**src/rtl/rf_write_arbiter.sv**
```systemverilog
// Sole writer of the register file: arbitrates ALU (A) and load (M) writebacks and runs a zeroing sweep.
// 1-cycle latency from accept to write; M has priority, but A is forced through after STARVE_MAX losses.
module rf_write_arbiter #(
  parameter int DATA_W     = 32,
  parameter int ADDR_W     = 5,
  parameter int STARVE_MAX = 4
) (
  input  logic              clk,
  input  logic              reset,
  input  logic              a_valid,
  input  logic [ADDR_W-1:0] a_addr,
  input  logic [DATA_W-1:0] a_data,
  output logic              a_ready,
  input  logic              m_valid,
  input  logic [ADDR_W-1:0] m_addr,
  input  logic [DATA_W-1:0] m_data,
  output logic              m_ready,
  input  logic              clear_req,
  output logic              busy,
  output logic              write_en,
  output logic [ADDR_W-1:0] wr_addr,
  output logic [DATA_W-1:0] wr_data
);

  typedef enum logic {S_CLEAR, S_RUN} state_t;

  localparam logic [3:0]        STARVE_LIM = 4'(STARVE_MAX);
  localparam logic [ADDR_W-1:0] LAST_ADDR  = '1;

  state_t            state_q;
  logic [ADDR_W-1:0] cnt_q;
  logic [3:0]        starve_q, starve_d;
  logic              write_en_q;
  logic [ADDR_W-1:0] wr_addr_q;
  logic [DATA_W-1:0] wr_data_q;
  logic              run, force_a;

  // A pending clear blocks both grants so the request survives the sweep untouched.
  assign run     = (state_q == S_RUN) && !clear_req;
  assign force_a = (starve_q == STARVE_LIM);
  assign m_ready = run && m_valid && !force_a;
  assign a_ready = run && a_valid && (!m_valid || force_a);
  assign busy    = (state_q == S_CLEAR);

  always_comb begin
    starve_d = starve_q;
    if (clear_req || !a_valid || a_ready)
      starve_d = '0;
    else if (starve_q != STARVE_LIM)
      starve_d = starve_q + 4'd1;
  end

  always_ff @(posedge clk or posedge reset) begin
    if (reset) begin
      state_q    <= S_CLEAR;
      cnt_q      <= '0;
      starve_q   <= '0;
      write_en_q <= 1'b0;
      wr_addr_q  <= '0;
      wr_data_q  <= '0;
    end else begin
      case (state_q)
        S_CLEAR: begin
          write_en_q <= 1'b1;
          wr_addr_q  <= cnt_q;
          wr_data_q  <= '0;
          cnt_q      <= cnt_q + 1'b1;
          starve_q   <= '0;
          if (cnt_q == LAST_ADDR)
            state_q <= S_RUN;
        end
        S_RUN: begin
          starve_q <= starve_d;
          if (clear_req) begin
            state_q    <= S_CLEAR;
            cnt_q      <= '0;
            write_en_q <= 1'b0;
          end else if (m_ready) begin
            // Register 0 is hardwired: the grant completes but nothing is written.
            write_en_q <= |m_addr;
            wr_addr_q  <= m_addr;
            wr_data_q  <= m_data;
          end else if (a_ready) begin
            write_en_q <= |a_addr;
            wr_addr_q  <= a_addr;
            wr_data_q  <= a_data;
          end else begin
            write_en_q <= 1'b0;
          end
        end
        default: state_q <= S_CLEAR;
      endcase
    end
  end

  assign write_en = write_en_q;
  assign wr_addr  = wr_addr_q;
  assign wr_data  = wr_data_q;

endmodule

```
**config.mk**
```make
export PLATFORM = sky130hd
export DESIGN_NAME = rf_write_arbiter
export DESIGN_NICKNAME = d
export VERILOG_FILES = /design/src/rtl/rf_write_arbiter.sv
export SDC_FILE = /design/constraint.sdc
export NUM_CORES = 1
export LEC_CHECK = 0
export ABC_AREA = 1
export BUFFER_PORTS_ARGS = -buffer_cell sky130_fd_sc_hd__clkbuf_2
export CORE_MARGIN = 4
export CORE_UTILIZATION = 46
export CTS_CLUSTER_DIAMETER = 150
export CTS_CLUSTER_SIZE = 20
export DETAILED_ROUTE_END_ITERATION = 10
export PLACE_DENSITY = 0.79
export SLEW_MARGIN = 10
export SYNTH_ARGS = -nofsm -noshare
export SYNTH_HDL_FRONTEND = slang
export SYNTH_SLANG_ARGS = --single-unit
```
**constraint.sdc**
```tcl
create_clock -name clk -period 2 [get_ports clk]
set_clock_uncertainty 0.15 [all_clocks]
set_input_delay 0.4 -clock clk [delete_from_list [all_inputs] [get_ports clk]]
set_output_delay 0.4 -clock clk [all_outputs]
set_load 0.05 [all_outputs]
```
# ---- After elaboration in Yosys (flattened, before gate mapping)
# Index checks and enable logic that the tools add are counted.
# W data, S select, Z words.
dict set report classes {
  n_mux 20
  eq_ne 7
  n_bitwise 1
  n_reduce_logical 15
  n_addsub 2
}
# cell count
set op_table {}
lappend op_table {{$mux W32} 3}
lappend op_table {{$pmux W32 S2} 1}
lappend op_table {{$mux W5} 4}
lappend op_table {{$pmux W5 S2} 2}
lappend op_table {{$reduce_or A5 Y1} 2}
lappend op_table {{$mux W4} 2}
lappend op_table {{$pmux W4 S2} 1}
lappend op_table {{$add A5 B1 Y5 const B} 1}
lappend op_table {{$eq A5 B5 Y1 const B} 1}
lappend op_table {{$logic_and A1 B1 Y1} 5}
lappend op_table {{$mux W1} 5}
lappend op_table {{$add A4 B1 Y4 const B} 1}
lappend op_table {{$eq A4 B3 Y1 const B} 1}
lappend op_table {{$logic_not A1 Y1} 4}
lappend op_table {{$ne A2 B2 Y1 const B} 2}
lappend op_table {{$ne A4 B3 Y1 const B} 1}
lappend op_table {{$pmux W1 S2} 2}
lappend op_table {{$logic_or A1 B1 Y1} 3}
lappend op_table {{$ne A3 B1 Y1 const B} 1}
lappend op_table {{$ne A3 B3 Y1 const B} 1}
lappend op_table {{$reduce_and A2 Y1} 1}
lappend op_table {{$not A1 Y1} 1}
dict set report word_totals {
  output_inout_bits 41
  reg_bits 48
  inputBits 79
}

# ---- Depth between registers and ports, before layout
dict set report depth {
  word_depth 8
  mapped_depth 10
  mapped_depth_nobuf 9
}

# ---- Least setup slack after synthesis
# No wires, ideal clock.
dict set report synth_timing {
  kind {reg-to-output}
  from {reg starve_q[0]}
  to {out a_ready}
  path_slack_ns -0.075
  n_path_buf 0
  arrival_time_ns 1.525
  stages_incl_launch_ff 5
  path_cell_list {dfrtp_1 -> inv_1 -> ha_1 -> nand3_2 -> a21oi_1}
}
dict set report synth_via {
  elab_chain_cells 3
}
# element line
set synth_lines {}
lappend synth_lines {{from (decl)} 32} ;# logic [3:0] starve_q, starve_d;
lappend synth_lines {{from (signal assigned)} 73} ;# starve_q <= starve_d;
lappend synth_lines {{$eq A4 B3 Y1} 40} ;# assign force_a = (starve_q == STARVE_LIM);
lappend synth_lines {{$logic_or A1 B1 Y1} 42} ;# assign a_ready = run && a_valid && (!m_valid || force_a);
lappend synth_lines {{$logic_and A1 B1 Y1} 42}
lappend synth_lines {{to (decl)} 13} ;# output logic a_ready,
# No other way between the ends.

# ---- Final worst setup path
# Ends and elaborated chain as after synthesis.

==> impl_metrics.tcl <==
set metrics [dict create \
    cp.required_ns 1.45 \
    crit_type "reg -> out" \
    ir_drop_mv 0.630 \
    postLayoutCellArea_um2 3310 \
    setup_viol 0 \
    hold_viol 0 \
    root_buffer "clkbuf_8" \
    via_count 2433 \
    cap_violations 0 \
    syn_area_um2 2490 \
    clock_latency_ns 0.29 \
    synth_edf_count 0 \
    synth_top_area_cell "dfrtp_1" \
    worst_pin_slew_ns 0.488 \
    synth.distinct_cells 26 \
    grt-ovfl-total 0 \
    path_max_fanout 6 \
    synth_area_per_cell_um2 7.58 \
    max_stage_delay_ns 0.42 \
    htree_levels 2 \
    synth_nets 411 \
    comb_power_share 0.385 \
    met1_usage 0.222 \
    path_cells "inv_2, ha_4, nand3_4, a21oi_4, buf_8" \
    setup_ws_ns 0.0560 \
    arrival_ns 1.39 \
    finalMaxSlewViolations 0 \
    end_kind "output port" \
    ys_seq_elements 48 \
    synth.most_common_cell "nand2_1" \
    grt_max_degree 44 \
    ioPinCount 120 \
    areaGrowthSynthToFinish_pct 33.0 \
    start_util 0.481 \
    synth_top_flop_cell "dfrtp_1" \
    power_w 0.00299 \
    swShare 0.416 \
    wirelength_mm 6.07 \
    core_um2 5170 \
    numPortBuffers 119 \
    grt_antenna_before_repair 0 \
    rsz0062_at_grt "true" \
    die_y_um 81.5 \
    cts_max_path_buffers 2 \
    clockPowerShare 0.197 \
    die_x_um 81.5 \
    drt_iter0_drc 85 \
    grt.busiest_layer "met2" \
    hpwlAfterDp_mm 4.68 \
    track_usage 0.182 \
    intPower_w 0.00175 \
    ant_nets 0 \
    cts_tree "done" \
    placed_area_um2 3130 \
    grt_use_met3 0.0362 \
    pre_cts_ws_ns 0.0563 \
    synth_top_area_share 0.483 \
    leakage_nw 1.93 \
    synthArstFlopShare 1.00 \
    cts.sinks 48 \
    wl_per_cell_um 11.7 \
    clk_pin_slew_ns 0.08 \
    path_delay_family "flip-flops" \
    via_per_inst 4.69 \
    cpMaxStageDelayCell "dfrtp_1" \
    drtPass1Iterations 6 \
    met2_usage 0.330 \
    relSlewSlack 0.674 \
    syn_inst 328 \
    finalWeightedCongestion 0.833 \
    ys_warn_count 0 \
    ys_seq_area_frac 0.483 \
    hp-class "in -> reg" \
    fin_crit_sh 0.972 \
    grt_pass1_vias 2242 \
    p_switching_w 0.00125 \
    grt_pass1_wl_mm 9.53 \
    finalNonFillerCells 519 \
    synth.area.top_cells "dfrtp_1 48%, nand2_1 15%, o21ai_1 9.3%" \
    seq_power_share 0.418 \
    layout_min_cycle_time_ns 1.94 \
    drive_above_1_share 0.336 \
    num_antenna_cells 0 \
    fmax_mhz 514 \
    dp.cells 508 \
    row_count 26 \
    worst_setup_path_start_kind "register" \
    cts_made_buffers 5 \
    ys_top_cells_by_count "100 x nand2_1, 48 x dfrtp_1, 46 x o21ai_1" \
    powerDensity_nw_per_um2 905 \
    status "finished clean" \
    fin_setup_tns_ns 0 \
    fin_nets 531 \
    die_area_um2 6640 \
    drc 0 \
    cp_num_buf_inv 2 \
]
power by group through the flow:
| stage | clock, W | combinational (W) | sequential [W] |
|---|---|---|---|
| after floorplan | 0 | 0.000521 | 0.00160 |
| after global placement | 0 | 0.00113 | 0.00126 |
| after detailed placement | 0 | 0.00115 | 0.00126 |
| after CTS | 0.000616 | 0.00116 | 0.00125 |
| after global routing | 0.000656 | 0.00129 | 0.00127 |
| final | 0.000590 | 0.00115 | 0.00125 |
flip-flops by register name, indices dropped and copies added (netlist names):
name and count:
cnt_q 5, starve_q 4, state_q 1, wr_addr 5
wr_data 32, write_en 1
worst reg2reg max path, delay by kind of cell (launching register included):
family / cells / cell delay [ns]
DFF: 1 / 0.42
AOI/OAI and AO/OA: 2 / 0.19
and+or+nand+nor: 3 / 0.36
adders and majority gates: 1 / 0.14
buffers and inverters: 2 / 0.42
cells in the final DEF (no fill, tap or decap), types with 2 or more instances in the layout:
cell type   synthesis  final
buf_4               1      6
clkbuf_2            1    117
clkbuf_8            0      7
clkinvlp_4          0      2
ha_1                4      3
nand2_1           100    100
nand2_2             2      2
inv_1              45     42
nand3_1            15     15
inv_4               0      2
o21ai_1            46     46
dfrtp_1            48     47
nor2_1             16     16
inv_2               4      5
xor2_1              2      2
o21ai_0            21     21
metrics by stage:
| stage | hold WS (ns) | utilization |
|---|---|---|
| detailed placement | 0.289 | 0.605 |
| global placement | 0.277 | 0.605 |
| finish | 0.234 | 0.639 |
| global route | 0.221 | 0.639 |
| floorplan | 0.303 | - |
| CTS | 0.222 | 0.633 |
path summary, 6_finish.rpt:
check	slack, ns	depth (start not counted)	start	endpoint
max	0.06	5	starve_q[0]$_DFFE_PP0P_	a_ready
max reg2reg	0.20	8	starve_q[0]$_DFFE_PP0P_	wr_data[24]$_DFFE_PP0P_
min in group asynchronous	0.51	3	reset	wr_data[7]$_DFFE_PP0P_
min reg2reg	0.34	2	wr_addr[3]$_DFFE_PP0P_	wr_addr[3]$_DFFE_PP0P_
min	0.23	3	m_data[1]	wr_data[1]$_DFFE_PP0P_
max in group asynchronous	0.66	4	reset	state_q$_DFF_PP0_
logic make-up after synthesis:
| family | after synthesis | share of synthesized area |
|---|---|---|
| AND/OR/NAND/NOR | 140 | 0.234 |
| AO/OA/AOI/OAI | 69 | 0.139 |
| buffers and inverters | 64 | 0.113 |
| flip-flops | 48 | 0.483 |
| adder cells (fa/ha/maj) | 4 | 0.0201 |
| XOR/XNOR | 3 | 0.0106 |
cell type report:
cell class,count,area [um^2]
clock buffer,6,82.6
inverter,50,194
tap,70,87.6
multi-input combinational,216,1030
sequential,48,1200
timing repair buffer,127,689
fill,478,1870
clock inverter,2,15.0
metal layers:
layer	wire, um	up-vias
li1	-	1259
met2	2850	89
met1	2610	1080
met5	0	-
met4	46	0
met3	552	5
timing repair:
action | 4_1_cts | 5_1_grt
gates resized for setup | 8 | 9
endpoints found under the setup margin | 3 | 35
gates cloned | 0 | 0
setup buffers | 1 | 1
hold buffers | 1 | 0
pin swaps | 1 | 3
endpoints found under the hold margin | 21 | 0
(Power assumes the default switching activity.)
